## config.mk

```make
export PLATFORM = sky130hd
export DESIGN_NAME = ha_df
export DESIGN_NICKNAME = d
export VERILOG_FILES = /design/src/rtl/ha_df.sv
export SDC_FILE = /design/constraint.sdc
export NUM_CORES = 1
export LEC_CHECK = 0
export BUFFER_PORTS_ARGS = -buffer_cell sky130_fd_sc_hd__buf_2
export CAP_MARGIN = 20
export CORE_MARGIN = 4
export CORE_UTILIZATION = 49
export CTS_CLUSTER_DIAMETER = 80
export CTS_CLUSTER_SIZE = 16
export DETAILED_ROUTE_END_ITERATION = 6
export PLACE_DENSITY = 0.75
export SYNTH_ARGS = -nofsm -noshare
export SYNTH_HDL_FRONTEND = slang
export SYNTH_SLANG_ARGS = --single-unit
```

## constraint.sdc

```tcl
create_clock -name clk -period 1.9 [get_ports clk]
set_input_delay 0.57 -clock clk [delete_from_list [all_inputs] [get_ports clk]]
set_output_delay 0.57 -clock clk [all_outputs]
set_load 0.1 [all_outputs]
```

## src/rtl/ha_df.sv

```systemverilog
// Registered multi-lane half adder with a saturating carry-event counter.
// Lanes are independent; s/c update only on accepted samples, out_valid pulses per result.
module ha_df #(
  parameter int unsigned WIDTH = 1,
  parameter int unsigned CNT_W = 16
) (
  output logic [WIDTH-1:0] s,
  output logic [WIDTH-1:0] c,
  input  logic [WIDTH-1:0] a,
  input  logic [WIDTH-1:0] b,
  input  logic             clk,
  input  logic             rst_n,
  input  logic             in_valid,
  output logic             out_valid,
  input  logic             cnt_clr,
  output logic [CNT_W-1:0] carry_cnt,
  output logic             cnt_ovf,
  output logic             any_carry
);

  localparam int unsigned POP_W = $clog2(WIDTH + 1);
  // Headroom so a full-width popcount never overflows the saturation compare.
  localparam int unsigned SUM_W = CNT_W + 7;
  localparam logic [SUM_W-1:0] CNT_MAX = (SUM_W'(1) << CNT_W) - SUM_W'(1);

  logic [WIDTH-1:0] s_q, s_d;
  logic [WIDTH-1:0] c_q, c_d;
  logic             out_valid_q, out_valid_d;
  logic [CNT_W-1:0] cnt_q, cnt_d;
  logic             ovf_q, ovf_d;
  logic [POP_W-1:0] pop;
  logic [SUM_W-1:0] sum;

  always_comb begin
    pop = '0;
    for (int unsigned i = 0; i < WIDTH; i++) begin
      pop = pop + POP_W'(a[i] & b[i]);
    end
    sum = {{(SUM_W - CNT_W){1'b0}}, cnt_q} + SUM_W'(pop);
  end

  always_comb begin
    s_d         = s_q;
    c_d         = c_q;
    out_valid_d = 1'b0;
    if (in_valid) begin
      s_d         = a ^ b;
      c_d         = a & b;
      out_valid_d = 1'b1;
    end
  end

  // Clear wins over a same-edge increment; reaching or passing the max flags overflow.
  always_comb begin
    cnt_d = cnt_q;
    ovf_d = ovf_q;
    if (cnt_clr) begin
      cnt_d = '0;
      ovf_d = 1'b0;
    end else if (in_valid && (pop != '0)) begin
      if (sum >= CNT_MAX) begin
        cnt_d = '1;
        ovf_d = 1'b1;
      end else begin
        cnt_d = sum[CNT_W-1:0];
      end
    end
  end

  always_ff @(posedge clk or negedge rst_n) begin
    if (!rst_n) begin
      s_q         <= '0;
      c_q         <= '0;
      out_valid_q <= 1'b0;
      cnt_q       <= '0;
      ovf_q       <= 1'b0;
    end else begin
      s_q         <= s_d;
      c_q         <= c_d;
      out_valid_q <= out_valid_d;
      cnt_q       <= cnt_d;
      ovf_q       <= ovf_d;
    end
  end

  assign s         = s_q;
  assign c         = c_q;
  assign out_valid = out_valid_q;
  assign carry_cnt = cnt_q;
  assign cnt_ovf   = ovf_q;
  assign any_carry = |c_q;

endmodule

```

# Yosys cells after proc, flatten, opt, wreduce, memory -nomap -nowiden
# Index checks and enable logic that the tools add are counted.
[totals]
register_bits = 20
in_bits = 6
out_inout_bits = 21
[classes]
addsub = 1
magnitude_cmp = 1
n_mux = 7
bitwise_logic = 2
n_reduce_logical = 4
[ops]
columns = ["cell", "n"]
rows = [
  ["$mux W16", 3],
  ["$add A16 B1 Y17", 1],
  ["$ge A17 B16 Y1 const B", 1],
  ["$mux W1", 4],
  ["$reduce_bool A2 Y1", 2],
  ["$reduce_and A2 Y1", 1],
  ["$and A1 B1 Y1", 1],
  ["$logic_and A1 B1 Y1", 1],
  ["$xor A1 B1 Y1", 1],
]

# Depth between registers and ports, before layout
# Gate-level depths: netlist (run 1).
[depth]
depth_word = 6
depth_mapped = 10

# Least setup slack after synthesis (run 1)
# Ideal clock, no wire load.
[synth_timing]
path_type = "reg-to-reg"
from = "register cnt_q[0], in the netlist carry_cnt[0]"
to = "register cnt_q[11], in the netlist carry_cnt[11]"
setup_ps = 94
arrival_ps = 2555
required_ps = 1806
setup_slack_ps = -750
path_stages_with_launch = 10
path_buffers = 2
cell_sequence = "dfrtp_1 ha_1 ha_1 buf_2 nand3_1 nor2_2 and4_1 buf_4 nor2_1 a221oi_2"
[synth_between]
elab_chain_len = 5
[synth_lines]
columns = ["element", "line", "text"]
rows = [
  ["start, declared", "29", "logic [CNT_W-1:0] cnt_q, cnt_d;"],
  ["start signal, assigned", "81", "cnt_q <= cnt_d;"],
  ["$add A16 B1 Y17 *", "39", "sum = {{(SUM_W - CNT_W){1'b0}}, cnt_q} + SUM_W'(pop);"],
  ["$ge A17 B16 Y1", "61", "if (sum >= CNT_MAX) begin"],
  ["$mux W16 *", "61", ""],
  ["$mux W16 *", "60", "end else if (in_valid && (pop != '0)) begin"],
  ["$mux W16 *", "57", "if (cnt_clr) begin"],
]
# Every way passes the cells marked *; elsewhere a longest branch is shown, timed or not. The select of a mux whose other input is x is not followed.
# A chain may end at the register's enable or synchronous reset.

# Worst setup path after layout (run 1)
[layout_timing]
from = "register cnt_q[1], in the netlist carry_cnt[1]"
to = "output port carry_cnt[1]"
[layout_lines]
columns = ["element", "line", "text"]
rows = [
  ["end, declared", "16", "output logic [CNT_W-1:0] carry_cnt,"],
]
# No word-level cell between the ends.

==> qor.csv, run 1 <==
stage,metric,value,unit
run_status,status,"complete, no violations",
detailed_routing,vias,1346,
synthesis,synth_common_cells,"20 x dfrtp_1, 15 x nor2_1, 10 x nand2_1, 9 x nand3_1, 9 x nor3_1",
run,cap_violations,0,
detailed_routing,vias_per_cell,6.118,
synthesis,yosysMostFrequentCell,dfrtp_1,
clocking,hold_buffers,0,
floorplan,die-width,60.66,um
clocking,htree_levels,1,
timing,fin_crit_sh,97.12,%
critical_path,cp-end-kind,primary output,
floorplan,io_pins,27,
critical_path,arrival,1280,ps
synthesis,yosysWarnings,0,
global_routing,use_met3,4.468,%
timing,max_freq,541.9,MHz
pwr,p_sw,285.2,uW
synthesis,ys_ff_latch,20,
global_routing,grt_util_all_layers,22.23,%
timing,holdWs,167.3,ps
timing,layout_setup_ws,54.69,ps
timing,finalSetupTns,0,ps
clocking,cts_buffers,3,
timing,skew,13.50,ps
global_routing,use_met1,28.63,%
floorplan,core,2567,um^2
global_routing,grt_overflow,0,
critical_path,reg2reg_from,carry_cnt[0],
clocking,clkTransAtPathRegs,130,ps
cells_and_area,nets,201,
timing,finalMaxSlewViolations,0,
detailed_routing,routedWlPerCell,16.71,um
pwr,totalPowerFinal,873.7,uW
timing,rsz0062_at_grt,false,
synthesis,synthFlopType,dfrtp_1,
critical_path,slowest_stage,dfrtp_4,
critical_path,crit_chain,buf_2,
critical_path,cpLargestDelayFamily,flip-flops,
global_routing,antenna_found_initial,0,
detailed_routing,drtAntennaViolNets,0,
global_routing,grt_max_degree,21,
detailed_routing,totalWireLength,3677,um
synthesis,yosys.area.top_type,dfrtp_1,
critical_path,path_class,flop to primary output,
critical_path,worst_path_largest_cell_delay,510,ps
placed_design,io_buffers,26,
placed_design,dp_hpwl,2698,um
synthesis,ys_seq_area_share,36.83,%
global_routing,grt_pass1_wl,6065,um
timing,relSlewSlack,67.40,%
critical_path,reg2reg_slack,70,ps
synthesis,synthTopCellsByArea,"dfrtp_1 37%, nor2_1 4.1%, ha_1 3.7%, nand3_1 3.3%, nor3_1 3.3%",
synthesis,synth.top_cell.area_share,36.83,%
global_routing,top_usage_layer,met2,
floorplan,start_util,52.92,%
clocking,insertion_delay,330,ps
pwr,seqPwrFrac,51.0,%
critical_path,required,1330,ps
synthesis,synth.distinct_cells,46,
global_routing,grt_pass1_vias,1264,
timing,fin_crit,1845,ps
pwr,comb_power_share,18.4,%
pwr,powerDensity,497.4,nW/um^2
clocking,cts_num_sinks,20,
pwr,leakagePower,0.0007072,uW
clocking,clockRootBuffer,clkbuf_4,
timing,setup_viol,0,
critical_path,worstReg2RegEnd,cnt_ovf,
placed_design,gp_congestion,0.8841,
critical_path,crit_start,carry_cnt[1],
floorplan,num_rows,18,
critical_path,cp_num_buf_inv,1,
floorplan,die_y,60.66,um
cells_and_area,syn2layout_area_growth,29.28,%
cells_and_area,design_area,1757,um^2
synthesis,syn_avg_cell_area,8.881,um^2
synthesis,synthesis.area,1359,um^2
cells_and_area,drive_gt1_share,44.21,%
clocking,cts_resized,0,
floorplan,die-area,3680,um^2
synthesis,synth_cells,153,
clocking,clockBufferDepth,2,
synthesis,postSynthNetCount,163,
pwr,p_clk_share,30.6,%
clocking,postCtsSetupRepairBufs,0,
hold_path,hold_class,input pin to async pin,
placed_design,place_area,1709,um^2
synthesis,async_flop_share,100.0,%
cells_and_area,diodes,0,
global_routing,grt.met2_usage,37.10,%
pwr,swShare,32.64,%
critical_path,worstRegToRegCells,6,
timing,hold_viol,0,
critical_path,start_kind,flop,
clocking,cts_tree,done,
detailed_routing,dr.pass1.iters,4,
detailed_routing,drt_iter0_drc,77,
pwr,p_int,588.6,uW
critical_path,critPathMaxFanout,8,
timing,tightest_slew,492.3,ps
pwr,vdd_ir_drop_max,0.5929,mV
synthesis,synth_edf_count,0,
detailed_routing,drc,0,
placed_design,place_ws,-291.9,ps
==> per-stage QoR <==
step	instances	util, %
6_report	220	68.42
5_1_grt	220	68.42
4_1_cts	220	67.98
3_5_place_dp	216	66.57
3_3_place_gp	216	66.57
2_1_floorplan	153	-
==> logic make-up after synthesis <==
family | synth area share, %
buf+inv | 5.523
mux | 2.302
xor+xnor | 2.579
simple gates | 30.11
fa+ha+maj | 3.683
compound gates | 18.97
flops | 36.83
==> cells in the final DEF (no fill, tap or decap), drive strengths merged, types with 5 or more instances in the layout <==
| cell type | Yosys | final |
|---|---|---|
| buf | 7 | 43 |
| a21oi | 7 | 7 |
| clkbuf | 4 | 5 |
| o21ai | 8 | 8 |
| and2 | 5 | 5 |
| nor3 | 12 | 12 |
| a211oi | 6 | 6 |
| dfrtp | 20 | 20 |
| nand3 | 11 | 11 |
| nor2 | 16 | 16 |
| nand2 | 10 | 10 |
| nand4 | 7 | 7 |
==> layout make-up <==
class,instances,area [um^2]
Fill cell,205,810.8
Inverter,4,15.01
Sequential cell,20,535.5
Clock buffer,4,36.28
Timing Repair Buffer,44,280.3
Multi-Input combinational cell,118,852.1
Tap cell,30,37.54
==> flip-flops by register name, summed over array words and instances, names as in the netlist <==
name       flops
any_carry      1
carry_cnt     16
cnt_ovf        1
out_valid      1
s              1
==> how the worst max path moves through the flow <==
| stage | to | slack, ps | cells after the start |
|---|---|---|---|
| final | carry_cnt[1] | 50 | 1 |
| after global placement | cnt_ovf | -250 | 9 |
| after floorplan | carry_cnt[11] | -160 | 10 |
| after global routing | cnt_ovf | 8 | 6 |
| after detailed placement | cnt_ovf | -290 | 8 |
| after CTS | carry_cnt[13] | 30 | 1 |
==> metal layers <==
layer | share of wire, % | wire [um] | up-vias
met4 | 1.3 | 47 | 0
met1 | 44 | 1600 | 662
met3 | 5.9 | 216 | 5
met2 | 49 | 1812 | 45
met5 | 0 | 0 | -
li1 | - | - | 634
==> power groups by stage <==
stage	combinational [uW]	sequential, uW	clock [uW]
floorplan	52.7	520	0
global route	169	447	287
global placement	158	453	0
CTS	161	445	273
detailed placement	161	454	0
finish	160	446	268
(Power assumes the default switching activity.)
==> inputs of run 2 (changes only) <==
Settings changed: CORE_MARGIN 4 to 1, SETUP_SLACK_MARGIN set to 0.3.
==> qor.csv, run 2 <==
stage,metric,value,unit
synthesis,synth_edf_count,0,
clocking,hold_buffers,0,
synthesis,syn_avg_cell_area,8.881,um^2
clocking,cts_buffers,3,
clocking,clockBufferDepth,2,
run_status,stop_error,[ERROR GRT-0232] Routing congestion too high. Check the congestion heatmap in the GUI.,
placed_design,gp_congestion,0.8913,
synthesis,synth_cells,153,
synthesis,yosys.area.top_type,dfrtp_1,
placed_design,io_buffers,26,
synthesis,synth_common_cells,"20 x dfrtp_1, 15 x nor2_1, 10 x nand2_1, 9 x nand3_1, 9 x nor3_1",
synthesis,synth.top_cell.area_share,36.83,%
run_status,status,did not finish,
floorplan,die_y,54.66,um
clocking,htree_levels,1,
synthesis,synthesis.area,1359,um^2
global_routing,grt_max_degree,21,
floorplan,die-width,54.66,um
floorplan,num_rows,18,
synthesis,postSynthNetCount,163,
timing,worst_endpoint_kind,register input,
global_routing,grt_util_all_layers,73.97,%
synthesis,ys_seq_area_share,36.83,%
global_routing,grt_overflow,15,
synthesis,synthFlopType,dfrtp_1,
floorplan,io_pins,27,
synthesis,synth.distinct_cells,46,
clocking,clockRootBuffer,clkbuf_4,
synthesis,synthTopCellsByArea,"dfrtp_1 37%, nor2_1 4.1%, ha_1 3.7%, nand3_1 3.3%, nor3_1 3.3%",
floorplan,start_util,53.39,%
run_status,lastStage,global routing,
placed_design,place_area,1724,um^2
synthesis,yosysMostFrequentCell,dfrtp_1,
synthesis,yosysWarnings,0,
timing,postGrtWorstEndpoint,cnt_ovf$_DFFE_PN0P_/D,
synthesis,async_flop_share,100.0,%
placed_design,dp.cells,218,
placed_design,dp_hpwl,2807,um
synthesis,ys_ff_latch,20,
clocking,cts_num_sinks,20,
-- run 2: kinds of logic after synthesis --
group / count (synthesis) / share of synthesized area, %
AND/OR/NAND/NOR: 71 / 30.11
AO/OA/AOI/OAI: 36 / 18.97
flip-flops: 20 / 36.83
buffers and inverters: 15 / 5.523
XOR/XNOR: 4 / 2.579
adder cells (fa/ha/maj): 4 / 3.683
multiplexers: 3 / 2.302
-- run 2: routing by layer --
metal  overflow  GRT usage (%)
met5          0          6.250
met4         12          80.77
met3          0          53.61
met2          3          89.16
met1          0          76.40
-- run 2: timing repair --
item / 4_1_cts
buffers inserted: 20
pin swaps: 17
resized for setup: 94
setup endpoints to repair: 37
-- run 2: stage by stage --
| stage | utilization, % | setup WS (ps) | setup TNS (ps) |
|---|---|---|---|
| 2_1_floorplan | - | -157.3 | -884.6 |
| 3_3_place_gp | 67.75 | -290.8 | -3298 |
| 3_5_place_dp | 67.75 | -383.5 | -4403 |
| 4_1_cts | 88.54 | -26.58 | -26.58 |
==> inputs of run 3 (changes only) <==
Settings changed: CORE_UTILIZATION 49 to 36, CTS_CLUSTER_DIAMETER 80 to not set, CTS_CLUSTER_SIZE 16 to not set, PLACE_DENSITY 0.75 to not set, PLACE_DENSITY_LB_ADDON set to 0.15, SETUP_SLACK_MARGIN 0.3 to not set.
Clock period 1.9 ns to 2.45 ns, I/O delays scaled along.
==> qor.csv, run 3 (same netlist as run 1, synthesis figures left out) <==
stage,metric,value,unit
cells_and_area,fill_cells,362,
timing,finalMaxSlewViolations,0,
timing,tightest_slew,489.7,ps
cells_and_area,final_common_cell,buf_2,
global_routing,grt_max_degree,21,
detailed_routing,drtAntennaViolNets,0,
timing,setup_viol,0,
global_routing,grt_overflow,0,
floorplan,start_util,39.18,%
critical_path,slowest_stage,o41ai_2,
critical_path,worstReg2RegEnd,cnt_ovf,
global_routing,grt_pass1_vias,1226,
clocking,postCtsSetupRepairBufs,0,
floorplan,die-area,4024,um^2
floorplan,die_y,63.44,um
clocking,hold_buffers,0,
pwr,p_sw,215.2,uW
pwr,p_int,503.0,uW
floorplan,io_pins,27,
placed_design,gp_congestion,0.8545,
cells_and_area,syn2layout_area_growth,23.20,%
clocking,htree_levels,1,
timing,fin_crit_sh,93.83,%
pwr,comb_power_share,16.2,%
detailed_routing,totalWireLength,3410,um
cells_and_area,final_cell_mix,"26 x buf_2, 18 x dfrtp_1, 16 x buf_4",
placed_design,place_area,1619,um^2
pwr,p_clk_share,36.1,%
run_status,status,"complete, no violations",
cells_and_area,multi_input_area,793.3,um^2
critical_path,arrival,2460,ps
pwr,vdd_ir_drop_max,0.2764,mV
cells_and_area,utilization,48.27,%
detailed_routing,vias,1263,
placed_design,dp_hpwl,2574,um
critical_path,crit_chain,buf_2 > ha_1 > buf_4 > ha_1 > and2_1 > o31a_1 > o22ai_1 > nand4_1 > o41ai_2,
cells_and_area,drive_gt1_share,32.98,%
clocking,cts_tree,done,
pwr,leakagePower,0.0007253,uW
cells_and_area,design_area,1674,um^2
critical_path,reg2reg_from,carry_cnt[0],
cells_and_area,nets,199,
timing,relSlewSlack,67.58,%
critical_path,path_class,input pin to flop,
pwr,swShare,29.97,%
hold_path,hold_class,input pin to async pin,
clocking,clockBufferDepth,2,
placed_design,place_ws,-111.5,ps
timing,layout_setup_ws,151.3,ps
critical_path,crit_top_cell,ha_1,
clocking,insertion_delay,260,ps
timing,max_freq,435.0,MHz
cells_and_area,diodes,0,
global_routing,grt_util_all_layers,18.95,%
critical_path,worst_path_largest_cell_delay,300,ps
timing,finalSetupTns,0,ps
detailed_routing,drc,0,
critical_path,start_kind,input pin,
clocking,cts_resized,0,
global_routing,grt_pass1_wl,5989,um
pwr,totalPowerFinal,718.2,uW
timing,fin_crit,2299,ps
detailed_routing,vias_per_cell,5.397,
floorplan,core,3468,um^2
detailed_routing,routedWlPerCell,14.57,um
global_routing,antenna_found_initial,0,
pwr,powerDensity,429.0,nW/um^2
run,cap_violations,0,
placed_design,io_buffers,26,
detailed_routing,dr.pass1.iters,4,
clocking,clkTransAtPathRegs,80,ps
floorplan,die-width,63.44,um
timing,skew,5.220,ps
critical_path,reg2reg_slack,480,ps
clocking,clockRootBuffer,clkbuf_8,
pwr,seqPwrFrac,47.7,%
timing,rsz0062_at_grt,false,
timing,hold_viol,0,
critical_path,required,2610,ps
detailed_routing,drt_iter0_drc,78,
clocking,cts_num_sinks,20,
critical_path,critPathMaxFanout,4,
cells_and_area,largest_reg_flops,16,
floorplan,num_rows,21,
clocking,cts_buffers,3,
cells_and_area,seq_area,503.0,um^2
critical_path,cp-end-kind,flop,
critical_path,worstRegToRegCells,7,
[run 3: layout make-up]
cell class                 instances  share of cell area, %
inverter                           4                 0.8969
tap                               46                  3.438
timing repair buffer              42                  14.95
multi-input combinational        118                  47.38
clock buffer                       4                  3.288
sequential                        20                  30.04
[run 3: per-stage QoR]
| step | hold slack [ps] | instances |
|---|---|---|
| floorplan | 439.4 | 153 |
| global route | 464.4 | 234 |
| finish | 410.7 | 234 |
| global placement | 484.2 | 230 |
| CTS | 427.5 | 234 |
| detailed placement | 492.2 | 230 |
[run 3: worst max-delay path by stage]
stage,start,end,slack [ps]
finish,a,cnt_ovf,150
global route,a,cnt_ovf,20
CTS,a,cnt_ovf,150
detailed placement,a,cnt_ovf,-110
global placement,a,cnt_ovf,-110
floorplan,a,carry_cnt[11],9
[run 3: worst max-delay path: cells and delay by family]
family,cells,cell delay [ps]
adders and majority gates,2,410
buffers and inverters,2,240
and+or+nand+nor,2,360
AOI/OAI and AO/OA,3,710
[run 3: routing by layer]
layer / wire (um) / global-route usage (%) / vias to the layer above
met3: 155 / 3.623 / 5
met2: 1559 / 29.79 / 35
li1: - / - / 632
met5: 0 / 0 / -
met1: 1656 / 26.21 / 591
met4: 38 / 5.398 / 0
[run 3: power by group through the flow]
stage	clock network (uW)	registers [uW]	logic [uW]
after floorplan	0	401	37.4
after global placement	0	349	117
after detailed placement	0	349	118
after CTS	271	343	118
after global routing	280	345	124
final	259	343	116
==> inputs of run 4 (changes only) <==
Settings changed: MAX_ROUTING_LAYER set to met4.
==> qor.csv, run 4 (same netlist as run 1, synthesis figures left out) <==
stage,metric,value,unit
run_status,status,"complete, no violations",
cells_and_area,final_cell_mix,"26 x buf_2, 18 x dfrtp_1, 16 x buf_4",
critical_path,cp-end-kind,flop,
cells_and_area,design_area,1674,um^2
cells_and_area,seq_area,503.0,um^2
placed_design,place_area,1619,um^2
cells_and_area,nets,199,
global_routing,antenna_found_initial,0,
timing,hold_viol,0,
timing,fin_crit,2299,ps
run,cap_violations,0,
clocking,clockRootBuffer,clkbuf_8,
timing,fin_crit_sh,93.82,%
cells_and_area,diodes,0,
global_routing,grt_util_all_layers,19.49,%
timing,finalMaxSlewViolations,0,
clocking,cts_resized,0,
critical_path,start_kind,input pin,
cells_and_area,final_common_cell,buf_2,
cells_and_area,syn2layout_area_growth,23.20,%
placed_design,gp_congestion,0.8681,
detailed_routing,drtAntennaViolNets,0,
critical_path,path_class,input pin to flop,
cells_and_area,fill_cells,362,
critical_path,arrival,2460,ps
detailed_routing,totalWireLength,3410,um
floorplan,io_pins,27,
critical_path,worst_path_largest_cell_delay,300,ps
detailed_routing,drc,0,
timing,setup_viol,0,
critical_path,critPathMaxFanout,4,
clocking,insertion_delay,260,ps
global_routing,grt_pass1_vias,1227,
global_routing,grt_pass1_wl,5982,um
floorplan,start_util,39.18,%
timing,finalSetupTns,0,ps
clocking,htree_levels,1,
clocking,clkTransAtPathRegs,80,ps
pwr,vdd_ir_drop_max,0.2764,mV
placed_design,io_buffers,26,
floorplan,die-width,63.44,um
detailed_routing,routedWlPerCell,14.57,um
clocking,postCtsSetupRepairBufs,0,
cells_and_area,drive_gt1_share,32.98,%
clocking,cts_buffers,3,
cells_and_area,largest_reg_flops,16,
critical_path,crit_top_cell,ha_1,
critical_path,reg2reg_slack,480,ps
floorplan,num_rows,21,
timing,tightest_slew,489.7,ps
clocking,clockBufferDepth,2,
floorplan,die_y,63.44,um
global_routing,grt_overflow,0,
pwr,leakagePower,0.0007253,uW
floorplan,die-area,4024,um^2
cells_and_area,utilization,48.27,%
critical_path,reg2reg_from,carry_cnt[0],
critical_path,crit_chain,buf_2 > ha_1 > buf_4 > ha_1 > and2_1 > o31a_1 > o22ai_1 > nand4_1 > o41ai_2,
placed_design,dp_hpwl,2574,um
global_routing,grt_max_degree,21,
hold_path,hold_class,input pin to async pin,
detailed_routing,drt_iter0_drc,78,
detailed_routing,vias,1263,
clocking,cts_num_sinks,20,
timing,max_freq,435.0,MHz
pwr,powerDensity,429.1,nW/um^2
detailed_routing,vias_per_cell,5.397,
critical_path,slowest_stage,o41ai_2,
critical_path,worstReg2RegEnd,cnt_ovf,
critical_path,worstRegToRegCells,7,
timing,relSlewSlack,67.58,%
detailed_routing,dr.pass1.iters,4,
pwr,totalPowerFinal,718.3,uW
floorplan,core,3468,um^2
timing,rsz0062_at_grt,false,
critical_path,required,2610,ps
timing,skew,5.221,ps
clocking,hold_buffers,0,
clocking,cts_tree,done,
cells_and_area,multi_input_area,793.3,um^2
## run 4: cell counts in the layout (fill, tap and decap cells not counted)
No cell type changed its count.
## run 4: power by group
part / leakage, uW / internal (uW) / total [uW] / switching, uW
sequential: 0.000270 / 337 / 343 / 5.56
clock: 0.0000288 / 143 / 259 / 116
combinational: 0.000427 / 22.6 / 116 / 93.8
## run 4: per-layer routing
| metal | vias to the layer above | track usage, % | wire, um |
|---|---|---|---|
| li1 | 632 | - | - |
| met2 | 35 | 29.79 | 1559 |
| met5 | - | - | 0 |
| met3 | 5 | 3.623 | 155 |
| met1 | 591 | 26.21 | 1656 |
| met4 | 0 | 5.398 | 38 |
## run 4: worst max-delay path by stage
stage,to,slack [ps],start
2_1_floorplan,carry_cnt[11],9,a
3_3_place_gp,cnt_ovf,-110,a
3_5_place_dp,cnt_ovf,-110,a
4_1_cts,cnt_ovf,150,a
5_1_grt,cnt_ovf,20,a
6_report,cnt_ovf,150,a
## run 4: final cells by class
class	instances	share of cell area, %
well taps	46	3.438
multi-input cells	118	47.38
clock buffers	4	3.288
repair buffers	42	14.95
flip-flops and latches	20	30.04
inverters	4	0.8969
## run 4: worst max-delay path: cells and delay by family
family,cells,cell delay (ps)
buffers and inverters,2,240
and+or+nand+nor,2,360
adders and majority gates,2,410
AOI/OAI and AO/OA,3,710
## run 4: per-stage QoR
| step | std cells | hold WS (ps) | worst slack, ps |
|---|---|---|---|
| CTS | 234 | 427.5 | 145.5 |
| global route | 234 | 464.4 | 15.36 |
| finish | 234 | 410.6 | 151.4 |
| detailed placement | 230 | 492.2 | -111.5 |
| floorplan | 153 | 439.4 | 9.031 |
| global placement | 230 | 484.2 | -113.1 |
